$ cat config.mk
export PLATFORM = sky130hd
export DESIGN_NAME = score_keeper
export DESIGN_NICKNAME = d
export VERILOG_FILES = /design/src/rtl/score_pkg.sv /design/src/rtl/score_keeper_phase_timer.sv /design/src/rtl/score_keeper.sv
export SDC_FILE = /design/constraint.sdc
export NUM_CORES = 1
export LEC_CHECK = 0
export ABC_AREA = 1
export BUFFER_PORTS_ARGS = -buffer_cell sky130_fd_sc_hd__buf_2
export CORE_MARGIN = 2
export CORE_UTILIZATION = 40
export DETAILED_ROUTE_END_ITERATION = 7
export PLACE_DENSITY = 0.58
export SLEW_MARGIN = 20
export SYNTH_ARGS = -nofsm -noshare
export SYNTH_HDL_FRONTEND = slang
export SYNTH_HIERARCHICAL = 1
export SYNTH_SLANG_ARGS = --single-unit
$ cat constraint.sdc
create_clock -name i_Clk -period 4.5 [get_ports i_Clk]
set_clock_uncertainty 0.1 [all_clocks]
set_input_delay 0.225 -clock i_Clk [delete_from_list [all_inputs] [get_ports i_Clk]]
set_output_delay 0.225 -clock i_Clk [all_outputs]
set_load 0.05 [all_outputs]
$ cat src/rtl/score_pkg.sv
// Shared definitions for the score bookkeeping stage and the score display driver.
package score_pkg;

  localparam int SCORE_W           = 7;
  localparam int DEFAULT_MAX_SCORE = 99;

  typedef enum logic [1:0] {
    ST_IDLE      = 2'd0,
    ST_PLAYING   = 2'd1,
    ST_GAME_OVER = 2'd2
  } state_t;

  // Add an increment (0..16) to a score, clamping at max_score instead of wrapping.
  // The sum is formed one bit wider than the score so 99 + 16 cannot overflow.
  function automatic logic [SCORE_W-1:0] sat_add(
    input logic [SCORE_W-1:0] score,
    input logic [4:0]         inc,
    input logic [SCORE_W-1:0] max_score
  );
    logic [SCORE_W:0] sum;
    sum = {1'b0, score} + {3'b000, inc};
    if (sum > {1'b0, max_score}) begin
      return max_score;
    end
    return sum[SCORE_W-1:0];
  endfunction

endpackage

$ cat src/rtl/score_keeper_phase_timer.sv
// Free-running phase timer for the game-over display swap. Counts
// 0..SWAP_CYCLES-1 while enabled and flags the terminal count with o_Tick,
// the cycle whose following edge toggles the display phase. Held at 0 while
// disabled or cleared so every game-over entry starts a fresh phase.
module phase_timer #(
  parameter int SWAP_CYCLES = 25_000_000
) (
  input  logic i_Clk,
  input  logic i_Rst,
  input  logic i_Enable,
  input  logic i_Clear,
  output logic o_Tick
);

  localparam int TW = (SWAP_CYCLES > 1) ? $clog2(SWAP_CYCLES) : 1;
  localparam logic [TW-1:0] LAST = TW'(SWAP_CYCLES - 1);

  logic [TW-1:0] count;

  assign o_Tick = i_Enable && !i_Clear && (count == LAST);

  // Count while enabled, wrap at terminal count, otherwise hold at zero.
  always_ff @(posedge i_Clk) begin
    if (i_Rst || i_Clear || !i_Enable) begin
      count <= '0;
    end else if (count == LAST) begin
      count <= '0;
    end else begin
      count <= count + 1'b1;
    end
  end

endmodule

$ cat src/rtl/score_keeper.sv
// Game score bookkeeping: accumulates points with saturation, keeps the best
// score across games and, after game over, alternates the displayed value
// between the last score (phase A) and the best score (phase B).
// Inputs are single-cycle pulses sampled on each rising edge; there is no
// handshake, a held level simply counts once per cycle. Every output is
// registered, so an event sampled at edge N shows up right after edge N.
module score_keeper
  import score_pkg::*;
#(
  parameter int MAX_SCORE   = DEFAULT_MAX_SCORE,
  parameter int SWAP_CYCLES = 25_000_000
) (
  input  logic                i_Clk,
  input  logic                i_Rst,
  input  logic                i_Start,
  input  logic                i_Point,
  input  logic                i_Add_Valid,
  input  logic [3:0]          i_Add_Amount,
  input  logic                i_Game_Over,
  output logic [SCORE_W-1:0]  o_Score,
  output logic                o_Showing_Best,
  output logic                o_Playing,
  output logic                o_New_Best,
  output logic [1:0]          o_State
);

  localparam logic [SCORE_W-1:0] MAX_VAL = SCORE_W'(MAX_SCORE);

  state_t             state, state_n;
  logic [SCORE_W-1:0] score, score_n;
  logic [SCORE_W-1:0] best, best_n;
  logic               phase, phase_n;        // 0: last score, 1: best score
  logic               new_best_n;
  logic               show_best_n;
  logic [SCORE_W-1:0] score_out_n;
  logic [4:0]         inc;
  logic [SCORE_W-1:0] sum_score;
  logic               tick;

  assign o_State = state;

  phase_timer #(
    .SWAP_CYCLES(SWAP_CYCLES)
  ) u_phase_timer (
    .i_Clk    (i_Clk),
    .i_Rst    (i_Rst),
    .i_Enable (state == ST_GAME_OVER),
    .i_Clear  (i_Start),
    .o_Tick   (tick)
  );

  // Next-state, score/best update and next registered output values.
  always_comb begin
    state_n     = state;
    score_n     = score;
    best_n      = best;
    phase_n     = phase;
    new_best_n  = 1'b0;
    inc         = {4'b0000, i_Point} + (i_Add_Valid ? {1'b0, i_Add_Amount} : 5'd0);
    sum_score   = sat_add(score, inc, MAX_VAL);
    case (state)
      ST_IDLE: begin
        if (i_Start) begin
          state_n = ST_PLAYING;
          score_n = '0;
        end
      end
      ST_PLAYING: begin
        // Start wins over both the increment and game over.
        if (i_Start) begin
          score_n = '0;
        end else begin
          score_n = sum_score;
          if (i_Game_Over) begin
            state_n = ST_GAME_OVER;
            phase_n = 1'b0;
            if (sum_score > best) begin
              best_n     = sum_score;
              new_best_n = 1'b1;
            end
          end
        end
      end
      ST_GAME_OVER: begin
        if (i_Start) begin
          state_n = ST_PLAYING;
          score_n = '0;
          phase_n = 1'b0;
        end else if (tick) begin
          phase_n = ~phase;
        end
      end
      default: begin
        state_n = ST_IDLE;
      end
    endcase
    show_best_n = (state_n == ST_IDLE) || ((state_n == ST_GAME_OVER) && phase_n);
    score_out_n = show_best_n ? best_n : score_n;
  end

  // State and output registers; reset overrides everything.
  always_ff @(posedge i_Clk) begin
    if (i_Rst) begin
      state          <= ST_IDLE;
      score          <= '0;
      best           <= '0;
      phase          <= 1'b0;
      o_Score        <= '0;
      o_Showing_Best <= 1'b1;
      o_Playing      <= 1'b0;
      o_New_Best     <= 1'b0;
    end else begin
      state          <= state_n;
      score          <= score_n;
      best           <= best_n;
      phase          <= phase_n;
      o_Score        <= score_out_n;
      o_Showing_Best <= show_best_n;
      o_Playing      <= (state_n == ST_PLAYING);
      o_New_Best     <= new_best_n;
    end
  end

endmodule

==> results of run 1 <==
==> stage by stage <==
step	cells	area, µm²
after floorplan	482	3200
after global placement	602	3400
after detailed placement	602	3400
after CTS	610	3520
after global routing	610	3520
final	610	3520
==> path summary, 6_finish.rpt <==
kind,depth (start not counted),startpoint,slack [ps],end
max reg2reg,21,score[0],1120,o_Score[2]
max,21,score[0],1120,o_Score[2]
min reg2reg,1,u_phase_timer/count[0],350,u_phase_timer/count[0]
min,2,i_Rst,180,phase
==> worst register-to-register path: stages, from the launching register on <==
cell	delay, ps
dfxtp_1	380
fa_1	200
inv_1	60
fa_1	370
inv_1	100
nand2_1	80
nand2_1	60
nand3_1	60
nand2_1	90
nand3_1	120
nand3_4	110
nand2_1	100
nor2_1	190
inv_1	60
ha_1	290
a21o_1	180
a21oi_1	210
nand2_4	140
nand2_4	140
nand2_1	60
nand3_1	90
a21oi_1	70
==> cell type report <==
class	instances	area share, %
Clock buffer	6	2.34
Clock inverter	2	1.10
Inverter	98	10.5
Multi-Input combinational cell	329	49.9
Sequential cell	52	29.6
Tap cell	102	3.62
Timing Repair Buffer	21	2.98
==> sequential cells by signal, indices dropped and copies added, names as in the netlist <==
name                 cells
o_New_Best               1
o_Score                  7
u_phase_timer/count     25
o_State                  2
o_Showing_Best           1
best                     7
phase                    1
score                    7
o_Playing                1
==> cells by family (layout without fill, tap and decap cells) <==
| family | after synthesis | count (layout) | share of synthesized area, % |
|---|---|---|---|
| adders and majority gates | 15 | 15 | 6.34 |
| xor gates and xnor gates | 9 | 9 | 2.46 |
| DFF | 52 | 52 | 32.6 |
| buffers and inverters | 101 | 127 | 12.5 |
| and+or+nand+nor | 269 | 269 | 39.4 |
| AOI/OAI and AO/OA | 36 | 36 | 6.77 |
==> where the power goes <==
part | switching, mW | internal (mW) | total (mW)
Combinational | 0.153 | 0.0558 | 0.208
Sequential | 0.00777 | 0.479 | 0.487
Clock | 0.160 | 0.182 | 0.342
==> cells in the final DEF (no fill, tap or decap), types with 5 or more instances in the layout <==
cell type,instances
ha_1,13
a21oi_1,19
nand2_1,113
dfxtp_1,52
buf_2,21
nor2_4,6
nor2_1,62
nand3_1,42
nand4_1,5
clkbuf_8,6
nor2_2,15
inv_1,92
o21ai_0,5
xnor2_1,5
nand2_2,13
==> layer usage <==
metal | vias to the layer above | track usage [%] | part of all wire, %
met5 | - | 0 | 0
met4 | 0 | 5.51 | 1.9
met3 | 10 | 2.58 | 3.5
met2 | 52 | 28.0 | 45
met1 | 1230 | 21.5 | 49
li1 | 1519 | - | -
==> results.ini, run 1 <==
[setup_path]
cp_top_family=simple AND/OR/NAND/NOR gates
cp_common_cell=nand2_1
critPathCaptureType=flip-flop
cp.arrival_ps=3470
cpPeakStageDelay_ps=380
crit_type=reg -> reg
cp_cell_sequence=fa_1 > inv_1 > fa_1 > inv_1 > nand2_1 > nand2_1 > nand3_1 > nand2_1 > nand3_1 > nand3_4 > nand2_1 > nor2_1 > inv_1 > ha_1 > a21o_1 > a21oi_1 > nand2_4 > nand2_4 > nand2_1 > nand3_1 > a21oi_1
crit_slowest_cell=dfxtp_1
crit_required_ps=4590
crit_buf_inv=3
path_max_fanout=9
start_kind=flip-flop

[power_and_ir_drop]
p_leak_nw=1.56
p_per_area_nw_per_um2=294
ir_worst_vdd_v=0.000140
total_power_mw=1.04

[flow_run]
maxCapViolCount=0

[clock_network]
cts-root-buf=clkbuf_8
clock_latency_ps=310
ctsResizeCount=0
ctsLongestPathBuffers=2
tritoncts=built
htree_num_levels=2
clock-sinks=52
cts_buffers=5
cts.reportedPaths.clkPinSlew_ps=100
postCtsSetupBuffers=0
hold_buffers=0

[timing]
relSlewSlack_pct=56.7
finalSetupViolations=0
tightest_slew_ps=650
fin_crit_ps=3380
timing.hold.ws_ps=181
fmax_mhz=296
final.setup.tns_ps=0
timing.final.ws_setup_ps=1120
rsz0062_at_grt=false
final-hold-violation-count=0
finalMaxSlewViolations=0
final.period_utilization_pct=75.1

[die]
rows=32
die_area_um2=8730
coreArea_um2=7730
die_width_um=93.4
start_util_pct=41.4
ios=22
die_y_um=93.4

[cells_and_area]
multiInputGateArea_um2=1760
num_antenna_cells=0
drive_above_1_share_pct=15.9
ff_latch_area_um2=1040
n_fill_cell=812
area_growth_pct=10.1
fin_util_pct=45.6
final_net_count=532

[routing]
drt-total-wl_mm=6.63
drc_errors=0
firstDrtPassIters=4
drtIter0Drc=106
ant_nets=0
wl_per_cell_um=10.9
viasPerCell=4.61
vias=2811

[synth]
netlist.area_leader.share_pct=32.6
synthArstFlopShare_pct=0
synth-edff-count=0
syn_area_um2=3200
synth_top_area_cell=dfxtp_1
syn_inst=482
synthDistinctLibCells=33
synth_area_per_cell_um2=6.63
synth_warnings=6
synth_nets=507
ys_top_cells_by_count=113 x nand2_1, 92 x inv_1, 62 x nor2_1
synth_ff_type=dfxtp_1
yosysMostFrequentCell=nand2_1
synth_area_leaders=dfxtp_1 33%, nand2_1 13%, inv_1 11%, nor2_1 7.3%, nand3_1 6.6%
seq_area_frac_synth_pct=32.6
ys_ff_latch=52

[global_route]
grt_overflow=0
track_usage_pct=16.6
grt_start_max_net_pins=26
antenna_found_initial=0
grt_pass1_vias=2651
grt_pass1_wl_mm=11.7

[place]
dpl_worst_slack_ps=1080
dpl.hpwl_mm=5.22
port-buffer-count=21
gp_congestion=0.911

[status]
status=complete, no violations

[hold_path]
hold_path.class=in -> reg

No activity file was read; power rests on OpenSTA's default activity.
==> run 2: changes to the inputs <==
==> constraint.sdc (replaced) <==
create_clock -name i_Clk -period 3.2 [get_ports i_Clk]
set_clock_uncertainty 0.1 [all_clocks]
set_input_delay 0.16 -clock i_Clk [delete_from_list [all_inputs] [get_ports i_Clk]]
set_output_delay 0.16 -clock i_Clk [all_outputs]
set_load 0.05 [all_outputs]
==> results.ini, run 2 (synthesis gave the netlist of run 1 again) <==
[timing]
rsz0062_at_grt=true
timing.hold.ws_ps=117
final.period_utilization_pct=95.1
finalMaxSlewViolations=0
fmax_mhz=329
finalSetupViolations=0
fin_crit_ps=3040
final-hold-violation-count=0
tightest_slew_ps=352
relSlewSlack_pct=76.4

[cells_and_area]
layout_common_cells=106 x nand2_1, 88 x inv_1, 61 x nor2_1
num_antenna_cells=0
final_cells=623
drive_above_1_share_pct=22.6
area_growth_pct=15.8
largest-register=u_phase_timer/count
layout_commonest_cell=nand2_1
ff_latch_area_um2=1040
largest_reg_flops=25
final_net_count=545
n_fill_cell=780
multiInputGateArea_um2=1850

[place]
port-buffer-count=21
dp_cells=608
gp_congestion=0.801
dpl.hpwl_mm=5.39

[setup_path]
worst_r2r_path_depth=24
start_kind=flip-flop
crit_buf_inv=4
cp_top_family=simple AND/OR/NAND/NOR gates
cp.arrival_ps=3190
cp_cell_sequence=fa_2 > inv_2 > fa_2 > inv_2 > nand2_2 > nand2_2 > nand3_2 > nand2_2 > nand3_2 > nand3_4 > nand2_4 > nor2_4 > inv_2 > ha_4 > nand2_2 > inv_2 > nand2_2 > nor2_4 > nand2_4 > nand2_4 > nand2_4 > nand2_2 > nand3_2 > a21oi_2
crit_slowest_cell=fa_2
cpPeakStageDelay_ps=360
crit_required_ps=3350
r2r_start=score[0]
cp_common_cell=nand2_2
path_max_fanout=7
regToRegSetupSlack_ps=160
r2r-end=o_Score[2]
critPathCaptureType=flip-flop
crit_type=reg -> reg

[clock_network]
htree_num_levels=2
hold_buffers=0
cts-root-buf=clkbuf_8
clock_latency_ps=310
cts.reportedPaths.clkPinSlew_ps=100
ctsLongestPathBuffers=2
tritoncts=built
clock-sinks=52
cts_buffers=5

[die]
die_area_um2=8730
die_width_um=93.4
ios=22
coreArea_um2=7730
start_util_pct=41.4
rows=32
die_y_um=93.4

[hold_path]
whs_path_depth=2
worstHoldEndpoint=score[2]
hold_path.class=in -> reg
hold_path.startpoint=i_Rst

[routing]
vias=2875
drc_errors=0
ant_nets=0
firstDrtPassIters=5
viasPerCell=4.61
wl_per_cell_um=11.1
drt-total-wl_mm=6.90
drtIter0Drc=96

[flow_run]
maxCapViolCount=0

[global_route]
antenna_found_initial=0
grt_start_max_net_pins=26
grt_pass1_wl_mm=11.8
grt_pass1_vias=2667
track_usage_pct=16.8
grt_overflow=0

[power_and_ir_drop]
netSwitchingFraction_pct=32.0
p_int_mw=1.00
p_comb_share_pct=22.2
switching_power_mw=0.472
p_leak_nw=1.62
seq_power_share_pct=46.4
ir_worst_vdd_v=0.000188
p_per_area_nw_per_um2=399
power_frac_clock_pct=31.5

[status]
status=complete, no violations

## run 2: metal layers
metal  global-route usage (%)  vias up  wire (µm)
li1                         -     1551          -
met1                     21.4     1277       3420
met2                     29.2       40       3250
met3                     2.74        7        153
met4                     4.90        0         83
met5                        0        -          0
## run 2: how the worst max path moves through the flow
stage,endpoint,cells past startpoint,start
3_3_place_gp,o_Score[2],24,i_Add_Valid
3_5_place_dp,o_Score[2],24,score[0]
2_1_floorplan,o_Score[0],21,score[0]
5_1_grt,o_Score[2],24,score[0]
6_report,o_Score[2],24,score[0]
4_1_cts,o_Score[2],24,score[0]
## run 2: what timing repair did
item | 4_1_cts | 5_1_grt
gates cloned | 1 | 0
pin swaps | 0 | 15
endpoints found under the setup margin | 12 | 15
gates resized for setup | 5 | 22
buffers inserted | 0 | 6
## run 2: area by class of cell
class	count	share of cell area [%]
inverter	98	9.97
multi-input combinational	330	50.0
tap	102	3.45
timing repair buffer	33	5.27
clock inverter	3	1.28
clock buffer	5	1.86
sequential	52	28.2
## run 2: power groups by stage
| stage | clock network, mW | logic [mW] | registers [mW] |
|---|---|---|---|
| final | 0.465 | 0.327 | 0.685 |
| after global routing | 0.512 | 0.359 | 0.688 |
| after CTS | 0.486 | 0.313 | 0.685 |
| after detailed placement | 0 | 0.305 | 0.700 |
| after global placement | 0 | 0.301 | 0.700 |
| after floorplan | 0 | 0.150 | 0.774 |
## run 2: through the flow
| step | setup TNS (ps) | setup slack [ps] | total power [mW] | instance area (µm²) | util [%] |
|---|---|---|---|---|---|
| floorplan | 0 | 180 | 0.924 | 3200 | - |
| global placement | 0 | 62.3 | 1.00 | 3450 | 44.6 |
| detailed placement | -54.1 | -39.0 | 1.01 | 3450 | 44.6 |
| CTS | 0 | 21.5 | 1.48 | 3580 | 46.4 |
| global route | -339 | -74.8 | 1.56 | 3700 | 47.9 |
| finish | 0 | 156 | 1.48 | 3700 | 47.9 |
